===== config.mk =====
export PLATFORM = sky130hd
export DESIGN_NAME = axi_master_port
export DESIGN_NICKNAME = d
export VERILOG_FILES = /design/src/rtl/axi_master_port.sv
export SDC_FILE = /design/constraint.sdc
export NUM_CORES = 1
export LEC_CHECK = 0
export BUFFER_PORTS_ARGS = -buffer_cell sky130_fd_sc_hd__buf_2
export CAP_MARGIN = 20
export CORE_AREA = 4 4 111 113
export CTS_BUF_LIST = sky130_fd_sc_hd__clkbuf_16
export DETAILED_ROUTE_END_ITERATION = 8
export DIE_AREA = 0 0 115 117
export HOLD_SLACK_MARGIN = 0.12
export PLACE_DENSITY = 0.67
export SLEW_MARGIN = 20
export SYNTH_ARGS = -nofsm -noshare
export SYNTH_HDL_FRONTEND = slang
export SYNTH_SLANG_ARGS = --single-unit

===== constraint.sdc =====
create_clock -name ACLK -period 2.1 [get_ports ACLK]
set_input_delay 0.21 -clock ACLK [delete_from_list [all_inputs] [get_ports ACLK]]
set_output_delay 0.21 -clock ACLK [all_outputs]
set_load 0.02 [all_outputs]

===== src/rtl/axi_master_port.sv =====
// AXI4 master port: one CPU request becomes one AXI read burst or one single-beat write.
// Optional response checking (sticky cpu_err) is built when AXI_MASTER_RESP_CHECK_EN is defined.
//
// state  | meaning
// IDLE   | waiting for cpu_req, fields latched on acceptance
// RADDR  | AR valid, waiting for ARReady
// RDATA  | accepting R beats until RLast
// WADDR  | AW and W valid, each dropped once accepted
// WRESP  | waiting for the B response
module axi_master_port #(
  parameter logic [3:0] MASTER_ID = 4'd0
) (
  input  logic        ACLK,
  input  logic        ARESET,
  input  logic        cpu_req,
  input  logic        cpu_write,
  input  logic [31:0] cpu_addr,
  input  logic [3:0]  cpu_len,
  input  logic [31:0] cpu_wdata,
  input  logic [3:0]  cpu_wstrb,
  output logic        cpu_stall,
  output logic [31:0] cpu_rdata,
  output logic        cpu_rvalid,
  output logic        cpu_done,
  output logic        cpu_err,
  output logic [3:0]  M_AWID,
  output logic [31:0] M_AWAddr,
  output logic [3:0]  M_AWLen,
  output logic [2:0]  M_AWSize,
  output logic [1:0]  M_AWBurst,
  output logic        M_AWValid,
  input  logic        M_AWReady,
  output logic [31:0] M_WData,
  output logic [3:0]  M_WStrb,
  output logic        M_WLast,
  output logic        M_WValid,
  input  logic        M_WReady,
  input  logic [3:0]  M_BID,
  input  logic [1:0]  M_BResp,
  input  logic        M_BValid,
  output logic        M_BReady,
  output logic [3:0]  M_ARID,
  output logic [31:0] M_ARAddr,
  output logic [3:0]  M_ARLen,
  output logic [2:0]  M_ARSize,
  output logic [1:0]  M_ARBurst,
  output logic        M_ARValid,
  input  logic        M_ARReady,
  input  logic [3:0]  M_RID,
  input  logic [31:0] M_RData,
  input  logic [1:0]  M_RResp,
  input  logic        M_RLast,
  input  logic        M_RValid,
  output logic        M_RReady
);

  typedef enum logic [2:0] {
    S_IDLE  = 3'd0,
    S_RADDR = 3'd1,
    S_RDATA = 3'd2,
    S_WADDR = 3'd3,
    S_WRESP = 3'd4
  } state_t;

  state_t      r_state;
  state_t      w_state_nxt;
  logic [31:0] r_addr;
  logic [31:0] r_wdata;
  logic [3:0]  r_len;
  logic [3:0]  r_wstrb;
  logic [3:0]  r_cnt;
  logic        r_arvalid;
  logic        r_awvalid;
  logic        r_wvalid;
  logic        r_aw_ok;
  logic        r_w_ok;

  logic w_rready;
  logic w_bready;
  logic w_done;
  logic w_ar_hs;
  logic w_aw_hs;
  logic w_w_hs;
  logic w_r_hs;
  logic w_b_hs;
  logic w_aw_done;
  logic w_w_done;
  logic w_unused;

  assign w_ar_hs   = r_arvalid & M_ARReady;
  assign w_aw_hs   = r_awvalid & M_AWReady;
  assign w_w_hs    = r_wvalid & M_WReady;
  assign w_r_hs    = M_RValid & w_rready;
  assign w_b_hs    = M_BValid & w_bready;
  assign w_aw_done = r_aw_ok | w_aw_hs;
  assign w_w_done  = r_w_ok | w_w_hs;
  assign w_unused  = ^{M_BID, M_RID, M_BResp, M_RResp};

  always_ff @(posedge ACLK) begin
    if (ARESET) r_state <= S_IDLE;
    else        r_state <= w_state_nxt;
  end

  always_comb begin
    w_state_nxt = r_state;
    w_rready    = 1'b0;
    w_bready    = 1'b0;
    w_done      = 1'b0;
    case (r_state)
      S_IDLE: begin
        if (cpu_req) w_state_nxt = cpu_write ? S_WADDR : S_RADDR;
      end
      S_RADDR: begin
        if (w_ar_hs) w_state_nxt = S_RDATA;
      end
      S_RDATA: begin
        w_rready = 1'b1;
        if (M_RValid && M_RLast) begin
          w_done      = 1'b1;
          w_state_nxt = S_IDLE;
        end
      end
      S_WADDR: begin
        if (w_aw_done && w_w_done) w_state_nxt = S_WRESP;
      end
      S_WRESP: begin
        w_bready = 1'b1;
        if (M_BValid) begin
          w_done      = 1'b1;
          w_state_nxt = S_IDLE;
        end
      end
      default: w_state_nxt = S_IDLE;
    endcase
  end

  always_ff @(posedge ACLK) begin
    if (ARESET) begin
      r_addr    <= '0;
      r_wdata   <= '0;
      r_len     <= '0;
      r_wstrb   <= '0;
      r_cnt     <= '0;
      r_arvalid <= 1'b0;
      r_awvalid <= 1'b0;
      r_wvalid  <= 1'b0;
      r_aw_ok   <= 1'b0;
      r_w_ok    <= 1'b0;
    end else begin
      if (r_state == S_IDLE && cpu_req) begin
        r_addr    <= {cpu_addr[31:2], 2'b00};
        r_len     <= cpu_len;
        r_wdata   <= cpu_wdata;
        r_wstrb   <= cpu_wstrb;
        r_arvalid <= ~cpu_write;
        r_awvalid <= cpu_write;
        r_wvalid  <= cpu_write;
      end
      if (w_ar_hs) r_arvalid <= 1'b0;
      if (w_aw_hs) begin
        r_awvalid <= 1'b0;
        r_aw_ok   <= 1'b1;
      end
      if (w_w_hs) begin
        r_wvalid <= 1'b0;
        r_w_ok   <= 1'b1;
      end
      // flags only live for the duration of one write address phase
      if (r_state == S_WADDR && w_aw_done && w_w_done) begin
        r_aw_ok <= 1'b0;
        r_w_ok  <= 1'b0;
      end
      if (w_r_hs) r_cnt <= M_RLast ? 4'd0 : r_cnt + 4'd1;
    end
  end

`ifdef AXI_MASTER_RESP_CHECK_EN
  logic r_err;

  always_ff @(posedge ACLK) begin
    if (ARESET) r_err <= 1'b0;
    else if ((w_r_hs && ((M_RResp != 2'b00) || (M_RLast && (r_cnt != r_len)))) ||
             (w_b_hs && (M_BResp != 2'b00)))
      r_err <= 1'b1;
  end

  assign cpu_err = r_err;
`else
  assign cpu_err = 1'b0;
`endif

  // done is suppressed while reset is pending so an aborted transaction never completes
  assign cpu_done   = w_done & ~ARESET;
  assign cpu_stall  = (r_state == S_IDLE) ? cpu_req : ~cpu_done;
  assign cpu_rdata  = (r_state == S_RDATA) ? M_RData : 32'd0;
  assign cpu_rvalid = w_r_hs;

  assign M_ARID    = MASTER_ID;
  assign M_ARAddr  = r_addr;
  assign M_ARLen   = r_len;
  assign M_ARSize  = 3'b010;
  assign M_ARBurst = 2'b01;
  assign M_ARValid = r_arvalid;
  assign M_RReady  = w_rready;

  assign M_AWID    = MASTER_ID;
  assign M_AWAddr  = r_addr;
  assign M_AWLen   = 4'd0;
  assign M_AWSize  = 3'b010;
  assign M_AWBurst = 2'b01;
  assign M_AWValid = r_awvalid;
  assign M_WData   = r_wdata;
  assign M_WStrb   = r_wstrb;
  assign M_WLast   = 1'b1;
  assign M_WValid  = r_wvalid;
  assign M_BReady  = w_bready;

endmodule

==> key figures, run 1 <==
Routing
  • Router iterations before antenna repair: 5
  • Residual DRC count: 0
  • Wire per inst: 12.65 microns
  • Post-DRT Antenna Nets: 0
  • Initial DRC count: 252
  • DR vias: ~3800
  • Vias/cell: 4.383
  • Final WL: about 11000 microns

STA
  • Final cycle utilization of the critical path: 87.93%
  • RSZ-0062 raised after global routing: false
  • Slew Limit Fails: 0
  • Setup TNS: 0 ns
  • Final hold slack: between 0.1 and 0.15 ns
  • Final critical-path required period: 1.847 ns
  • Final hold vios: 0
  • Final setup fails: 0
  • Fmax: 541.5 MHz
  • Post-Route Skew: 0.007111 ns

Global routing
  • Top Usage Layer GRT: met2
  • GR Util All Layers: 15.30%
  • Global-route wire length before repair: 16660 microns
  • Vias in the first global route: 3529
  • Overflow after GRT: 0
  • GR Util met1: 17.53%
  • Largest net degree at the start of global routing: 51
  • Met3 Resource Use GR: 3.907%
  • Met2 Use GR: a little over a quarter
  • Initial antenna violation count: 0

Critical path
  • CP startpoint: r_state[1]$_SDFFE_PP0P_
  • Crit path arrival time: 1.64 ns
  • Critical path type: flip-flop to output port
  • Max FO, Critical Path: 9
  • CP Cell Sequence: nor2b_4, a31oi_1, o32ai_1, nand2_1, buf_2
  • CP max stage delay: 0.47 ns
  • FF-to-FF Start: r_state[2]$_SDFFE_PP0P_
  • CP Data Required Time: roughly 1.9 ns
  • CP startpoint kind: flip-flop
  • Critical path capture point type: output port
  • Slowest cell on the critical path: dfxtp_1
  • Worst R2R Setup Slack: 0.37 ns

Placed design
  • Final Wtd Congestion: 0.7321
  • Port-buffer cells: 251
  • Hpwl dp: 7848 microns

CTS
  • TritonCTS clock tree: done
  • Worst-skew pair later-pin latency: 0.32 ns
  • Clock sink count: 78
  • Postcts setup bufs: 0
  • Root buf cell: clkbuf_16
  • CTS Buf Count: 9
  • Worst-case clock buffer depth: 2
  • Htree depth: 3
  • Reg clk slew, reported paths: 0.06 ns

Floorplanning
  • Die width: 115 microns
  • # rows: 39
  • Die height: about 120 microns
  • # IOs: a little under 300
  • Starting Density: 31.00%
  • Core region area: 11320 sq um
  • Die area: 13460 sq um

Power and ir drop
  • Worst vdd ir: 0.0003819 V
  • Leak Pwr: 2.867 nW
  • Power per cell area: roughly 770 nW/um^2

Logic synthesis
  • Post-Syn Area: 3510 sq um
  • Synth cell types: 29
  • Syn avg cell area: between 7 and 8 sq um
  • Sequential cell area fraction in the yosys report: 44.49%
  • Post-Syn Instances: 457
  • Syn. warnings: 0
  • Yosys reg bits: 78

Min path
  • Hold path start: cpu_wdata[17]
  • Hold WC Path Type: input port to flip-flop

Cells and area
  • Layout cell share with drive strength beyond 1: 38.75%
  • Syn-to-layout area delta: 53.01%
  • Nets: 841

Job
  • Max Cap Violations: 0

Outcome
  • Outcome: finished, final reports clean
==> flip-flops by register name, indices dropped and copies added (netlist names) <==
signal and cells:
M_AWValid 1, M_ARLen 4, M_WData 32, M_ARAddr 30, r_w_ok 1, M_WValid 1
M_ARValid 1, M_WStrb 4, r_state 3, r_aw_ok 1
==> final timing paths <==
check | endpoint | depth (start not counted)
worst max register to register | M_ARValid$_SDFFE_PP0P_ | 5
worst max-delay path | cpu_stall | 5
worst min-delay path | M_WData[17]$_SDFFE_PP0P_ | 3
worst min register to register | M_ARLen[1]$_SDFFE_PP0P_ | 2
==> synthesized netlist by cell type <==
master / instances / area, sq um
a211oi_2: 1 / 12.51
nand2_1: 142 / 533.0
o32ai_1: 1 / 8.760
buf_4: 58 / 435.4
inv_1: 1 / 3.750
and3b_1: 1 / 8.760
nor2_4: 1 / 11.26
a2111oi_0: 2 / 17.52
and3_1: 36 / 225.2
buf_2: 15 / 75.07
or4b_4: 1 / 13.76
a211o_1: 1 / 8.760
nor3_1: 5 / 25.02
nand3_1: 1 / 5.000
clkbuf_1: 16 / 60.06
a32oi_1: 1 / 8.760
a31oi_1: 2 / 12.51
a211oi_1: 1 / 7.510
nor2b_1: 1 / 6.260
dfxtp_1: 78 / 1562
nor2_1: 6 / 22.52
buf_1: 1 / 3.750
conb_1: 2 / 7.510
and2_1: 1 / 6.260
buf_6: 2 / 22.52
o211ai_1: 2 / 15.01
a21oi_1: 76 / 380.4
o21ai_0: 1 / 5.000
nand2b_1: 1 / 6.260
==> stage by stage <==
step	instance area, sq um	power, mW	std cells	worst slack, ns	utilization [%]
after floorplan	3607	2.333	483	0.4735	-
after global placement	4542	2.570	794	0.4220	40.12
final	5370	4.129	864	0.2534	47.44
after detailed placement	4542	2.579	794	0.4245	40.12
after CTS	5363	4.175	863	0.09822	47.37
after global routing	5368	4.344	863	0.09175	47.41
==> critical path, delay by kind of cell, from the launching register on <==
family,cells,cell delay [ns]
flip-flops,1,0.47
AND/OR/NAND/NOR,2,0.39
AO/OA/AOI/OAI,2,0.29
buffers and inverters,1,0.16
==> final cells by class <==
cell class                 count  area [sq um]
multi-input combinational    312          1454
clock inverter                 7         65.06
tap                          143         178.9
inverter                       1         3.754
fill                        1157          5951
sequential                    78          1562
timing repair buffer         313          1879
antenna                        1         2.502
clock buffer                   9         225.2
==> cells by family after synthesis <==
logic type	count (synthesis)	synth area share, %
compound gates	88	13.58
buf+inv	93	17.11
flops	78	44.49
other cells	2	0.2140
simple gates	196	24.60
==> report_power, final <==
part	switching (mW)	total, mW	internal, mW
logic	0.600	0.973	0.372
clock network	0.592	1.51	0.914
registers	0.0630	1.65	1.59
total	1.25	4.13	2.87
==> cells in the final DEF (no fill, tap or decap), drive strengths merged <==
cell type and instances:
a21oi 76, clkinv 4, dfxtp 78, nor2 7, nand3 1, or4b 1
conb 28, a2111oi 2, buf 260, nor2b 1, clkbuf 9, and3 36
nor3 5, diode 1, nand2 142, dlygate4sd3 53, and2 1, and3b 1
inv 3, a211oi 2, nand2b 1, o211ai 2, a32oi 1, o32ai 1
o21ai 1, bufinv 1, a211o 1, a31oi 2
==> routing by layer <==
| metal | wire length (microns) | vias up | part of all wire (%) |
|---|---|---|---|
| met5 | 0 | - | 0 |
| li1 | - | 1922 | - |
| met2 | 5545 | 180 | 51 |
| met4 | 202 | 0 | 1.8 |
| met1 | 4230 | 1670 | 39 |
| met3 | 950 | 15 | 8.7 |
==> what timing repair did <==
| action | 4_1_cts | 5_1_grt |
|---|---|---|
| resized for setup | 0 | 1 |
| endpoints found under the hold margin | 53 | 0 |
| hold buffers | 53 | 0 |
| endpoints found under the setup margin | 0 | 14 |
Power figures use the tool's default switching activity.
==> inputs of run 2 (changes only) <==
--- a/config.mk
+++ b/config.mk
@@ -5,14 +5,16 @@
 export SDC_FILE = /design/constraint.sdc
 export NUM_CORES = 1
 export LEC_CHECK = 0
+export ABC_AREA = 1
+export ABC_CLOCK_PERIOD_IN_PS = 2100
 export BUFFER_PORTS_ARGS = -buffer_cell sky130_fd_sc_hd__buf_2
 export CAP_MARGIN = 20
-export CORE_AREA = 4 4 111 113
+export CORE_AREA = 4 4 112 114
 export CTS_BUF_LIST = sky130_fd_sc_hd__clkbuf_16
 export DETAILED_ROUTE_END_ITERATION = 8
-export DIE_AREA = 0 0 115 117
+export DIE_AREA = 0 0 116 118
 export HOLD_SLACK_MARGIN = 0.12
-export PLACE_DENSITY = 0.67
+export PLACE_DENSITY = 0.7
 export SLEW_MARGIN = 20
 export SYNTH_ARGS = -nofsm -noshare
 export SYNTH_HDL_FRONTEND = slang
==> key figures, run 2 <==
Outcome
  • Outcome: finished, final reports clean (unchanged)

Placed design
  • Port-buffer cells: 251 (unchanged)
  • Final Wtd Congestion: 0.8413 (was 0.7321)
  • Hpwl dp: 8796 microns (was 7848 microns)
  • Placed Cells: 848 (was 794)

CTS
  • Worst-case clock buffer depth: 2 (unchanged)
  • CTS Buf Count: 9 (unchanged)
  • Postcts setup bufs: 0 (unchanged)
  • Clock sink count: 78 (unchanged)
  • Htree depth: 3 (unchanged)
  • TritonCTS clock tree: done (unchanged)
  • Reg clk slew, reported paths: 0.06 ns (about the same)
  • Worst-skew pair later-pin latency: 0.33 ns (was 0.32 ns)
  • Root buf cell: clkbuf_16 (unchanged)

Logic synthesis
  • Top-count cell post-synth: nor2_1 (was nand2_1)
  • Post-Syn Instances: 503 (was 457)
  • Yosys reg bits: 78 (unchanged)
  • Syn. warnings: 0 (unchanged)
  • Number of flops mapped to enable cells by yosys: 0 (unchanged)
  • Top cells by area, synth: dfxtp_1, nor2_1, buf_4 (was dfxtp_1, nand2_1, buf_4)
  • Sequential cell area fraction in the yosys report: 43.65% (was 44.49%)
  • Syn avg cell area: 7.112 sq um (was 7.680 sq um)
  • Most used DFF post-synth: dfxtp_1 (unchanged)
  • Commonest cells in the synthesized netlist: nor2_1, dfxtp_1, o21ai_0 (was nand2_1, dfxtp_1, a21oi_1)
  • Synth cell types: 21 (was 29)
  • Post-Syn Area: 3577 sq um (was 3510 sq um)
  • Synth area leader: dfxtp_1 (unchanged)
  • Top cell type's share of synthesized area: 43.65% (was 44.49%)
  • Post-synth ARST share: 0% (unchanged)

Min path
  • Hold WC Path Type: input port to flip-flop (unchanged)

Routing
  • DR vias: 4006 (was 3787)
  • Router iterations before antenna repair: 7 (was 5)
  • Post-DRT Antenna Nets: 0 (unchanged)
  • Residual DRC count: 0 (unchanged)
  • Initial DRC count: 305 (was 252)
  • Wire per inst: 13.63 microns (was 12.65 microns)
  • Final WL: 12680 microns (was 10930 microns)
  • Vias/cell: 4.308 (was 4.383)

Critical path
  • Critical path's most frequent cell: inv_1
  • CP Data Required Time: 1.89 ns (about the same)
  • CP startpoint kind: flip-flop (unchanged)
  • Critical path capture point type: output port (unchanged)
  • CP delay by family, top: buffers and inverters (was flip-flops)
  • WP buf/inv: 4 (was 1)
  • Crit path arrival time: 1.64 ns (about the same)
  • Critical path type: flip-flop to output port (unchanged)
  • CP Cell Sequence: inv_1, nor3_2, inv_1, buf_4, nor2_1, buf_2 (was nor2b_4, a31oi_1, o32ai_1, nand2_1, buf_2)
  • Max FO, Critical Path: 20 (was 9)
  • Slowest cell on the critical path: dfxtp_1 (unchanged)
  • CP max stage delay: 0.43 ns (was 0.47 ns)

Global routing
  • Initial antenna violation count: 0 (unchanged)
  • Vias in the first global route: 3768 (was 3529)
  • GR Util All Layers: 17.72% (was 15.30%)
  • Overflow after GRT: 0 (unchanged)
  • Largest net degree at the start of global routing: 53 (was 51)
  • Global-route wire length before repair: 19260 microns (was 16660 microns)

Floorplanning
  • Die width: 116 microns (was 115 microns)
  • Die area: 13690 sq um (was 13460 sq um)
  • Core region area: 11420 sq um (was 11320 sq um)
  • Die height: 118 microns (was 117 microns)
  • Starting Density: 31.33% (was 31.00%)
  • # IOs: 294 (unchanged)
  • # rows: 39 (unchanged)

Power and ir drop
  • Worst vdd ir: 0.0005961 V (was 0.0003819 V)
  • Flop pwr share: 32.2% (was 40.0%)
  • Leak Pwr: 3.177 nW (was 2.867 nW)
  • Power Internal: 3.748 mW (was 2.874 mW)
  • Psw: 2.869 mW (was 1.255 mW)
  • Comb pwr share: 45.3% (was 23.6%)
  • Switching share of power: 43.36% (was 30.40%)
  • Power per cell area: 1191 nW/um^2 (was 768.8 nW/um^2)
  • Clk pwr share: 22.5% (was 36.5%)

Cells and area
  • Fillers: 1094 (was 1157)
  • Layout Cells excl Fill: 930 (was 864)
  • Layout cell share with drive strength beyond 1: 35.20% (was 38.75%)
  • Number of antenna diodes: 0 (was 1)
  • Max reg flops: 32 (unchanged)
  • Most common cell after layout, fill and taps aside: buf_2 (unchanged)
  • Nets: 909 (was 841)
  • Syn-to-layout area delta: 55.26% (was 53.01%)
  • Most frequent cells in the layout: buf_2, nor2_1, dfxtp_1 (was buf_2, nand2_1, dfxtp_1)

STA
  • RSZ-0062 raised after global routing: false (unchanged)
  • Fmax: 539.1 MHz (was 541.5 MHz)
  • Final cycle utilization of the critical path: 88.33% (was 87.93%)
  • Final setup fails: 0 (unchanged)
  • Slew Limit Fails: 0 (unchanged)
  • Final hold vios: 0 (unchanged)
  • Final critical-path required period: 1.855 ns (was 1.847 ns)
  • Post-Route Skew: 0.004582 ns (was 0.007111 ns)
  • Setup TNS: 0 ns (unchanged)

Job
  • Max Cap Violations: 0 (unchanged)
[run 2: final cells by class]
cell class | instances | area, sq um | area share (%)
clock buffers | 9 | 225.2 | 4.055
inverters | 45 | 168.9 | 3.041
well taps | 143 | 178.9 | 3.221
flip-flops and latches | 78 | 1562 | 28.11
repair buffers | 326 | 2012 | 36.22
multi-input cells | 323 | 1354 | 24.37
clock inverters | 6 | 53.80 | 0.9687
[run 2: routing by layer]
metal / track usage (%) / up-vias / share of wire, %
met1: 19.52 / 1779 / 37
li1: - / 2017 / -
met3: 6.118 / 23 / 10
met4: 6.164 / 0 / 2.0
met2: 31.15 / 187 / 51
met5: 0 / - / 0
[run 2: final timing paths]
path | slack, ns | from | to | cells after the start
min | 0.13 | cpu_wdata[15] | M_WData[15]$_SDFFE_PP0P_ | 3
max reg2reg | 0.59 | r_state[0]$_SDFFE_PP0P_ | M_WData[23]$_SDFFE_PP0P_ | 6
min reg2reg | 0.47 | M_AWValid$_SDFFE_PP0P_ | M_AWValid$_SDFFE_PP0P_ | 2
max | 0.25 | r_state[1]$_SDFFE_PP0P_ | cpu_rdata[31] | 6
[run 2: cell families after synthesis]
group | synth area share [%]
buffers and inverters | 21.34
AOI/OAI and AO/OA | 10.81
DFF | 43.65
and+or+nand+nor | 23.99
other | 0.2099
[run 2: repair_timing]
| item | CTS | global route |
|---|---|---|
| resized for setup | 0 | 1 |
| setup endpoints to repair | 0 | 1 |
| hold buffers | 67 | 0 |
| hold endpoints to repair | 68 | 0 |
[run 2: stage by stage]
stage	hold slack (ns)	total power, mW	util [%]	cell area (sq um)	setup slack (ns)
floorplan	0.2791	4.290	-	3675	0.1628
global placement	0.4317	5.015	40.29	4601	0.5515
detailed placement	0.4371	5.045	40.29	4601	0.5404
CTS	0.1235	6.668	48.61	5550	0.1677
global route	0.1332	7.055	48.64	5554	0.08962
finish	0.1319	6.618	48.64	5554	0.2451
[run 2: worst min-delay path: stages]
cell and delay, ns:
buf_2 0.08, nor2_1 0.05, nor2_1 0.09
[run 2: power by group through the flow]
stage	clock, mW	sequential (mW)	combinational, mW
2_1_floorplan	0	2.60	1.69
4_1_cts	1.54	2.12	3.00
3_3_place_gp	0	2.14	2.88
5_1_grt	1.61	2.19	3.26
6_report	1.49	2.13	3.00
3_5_place_dp	0	2.14	2.90
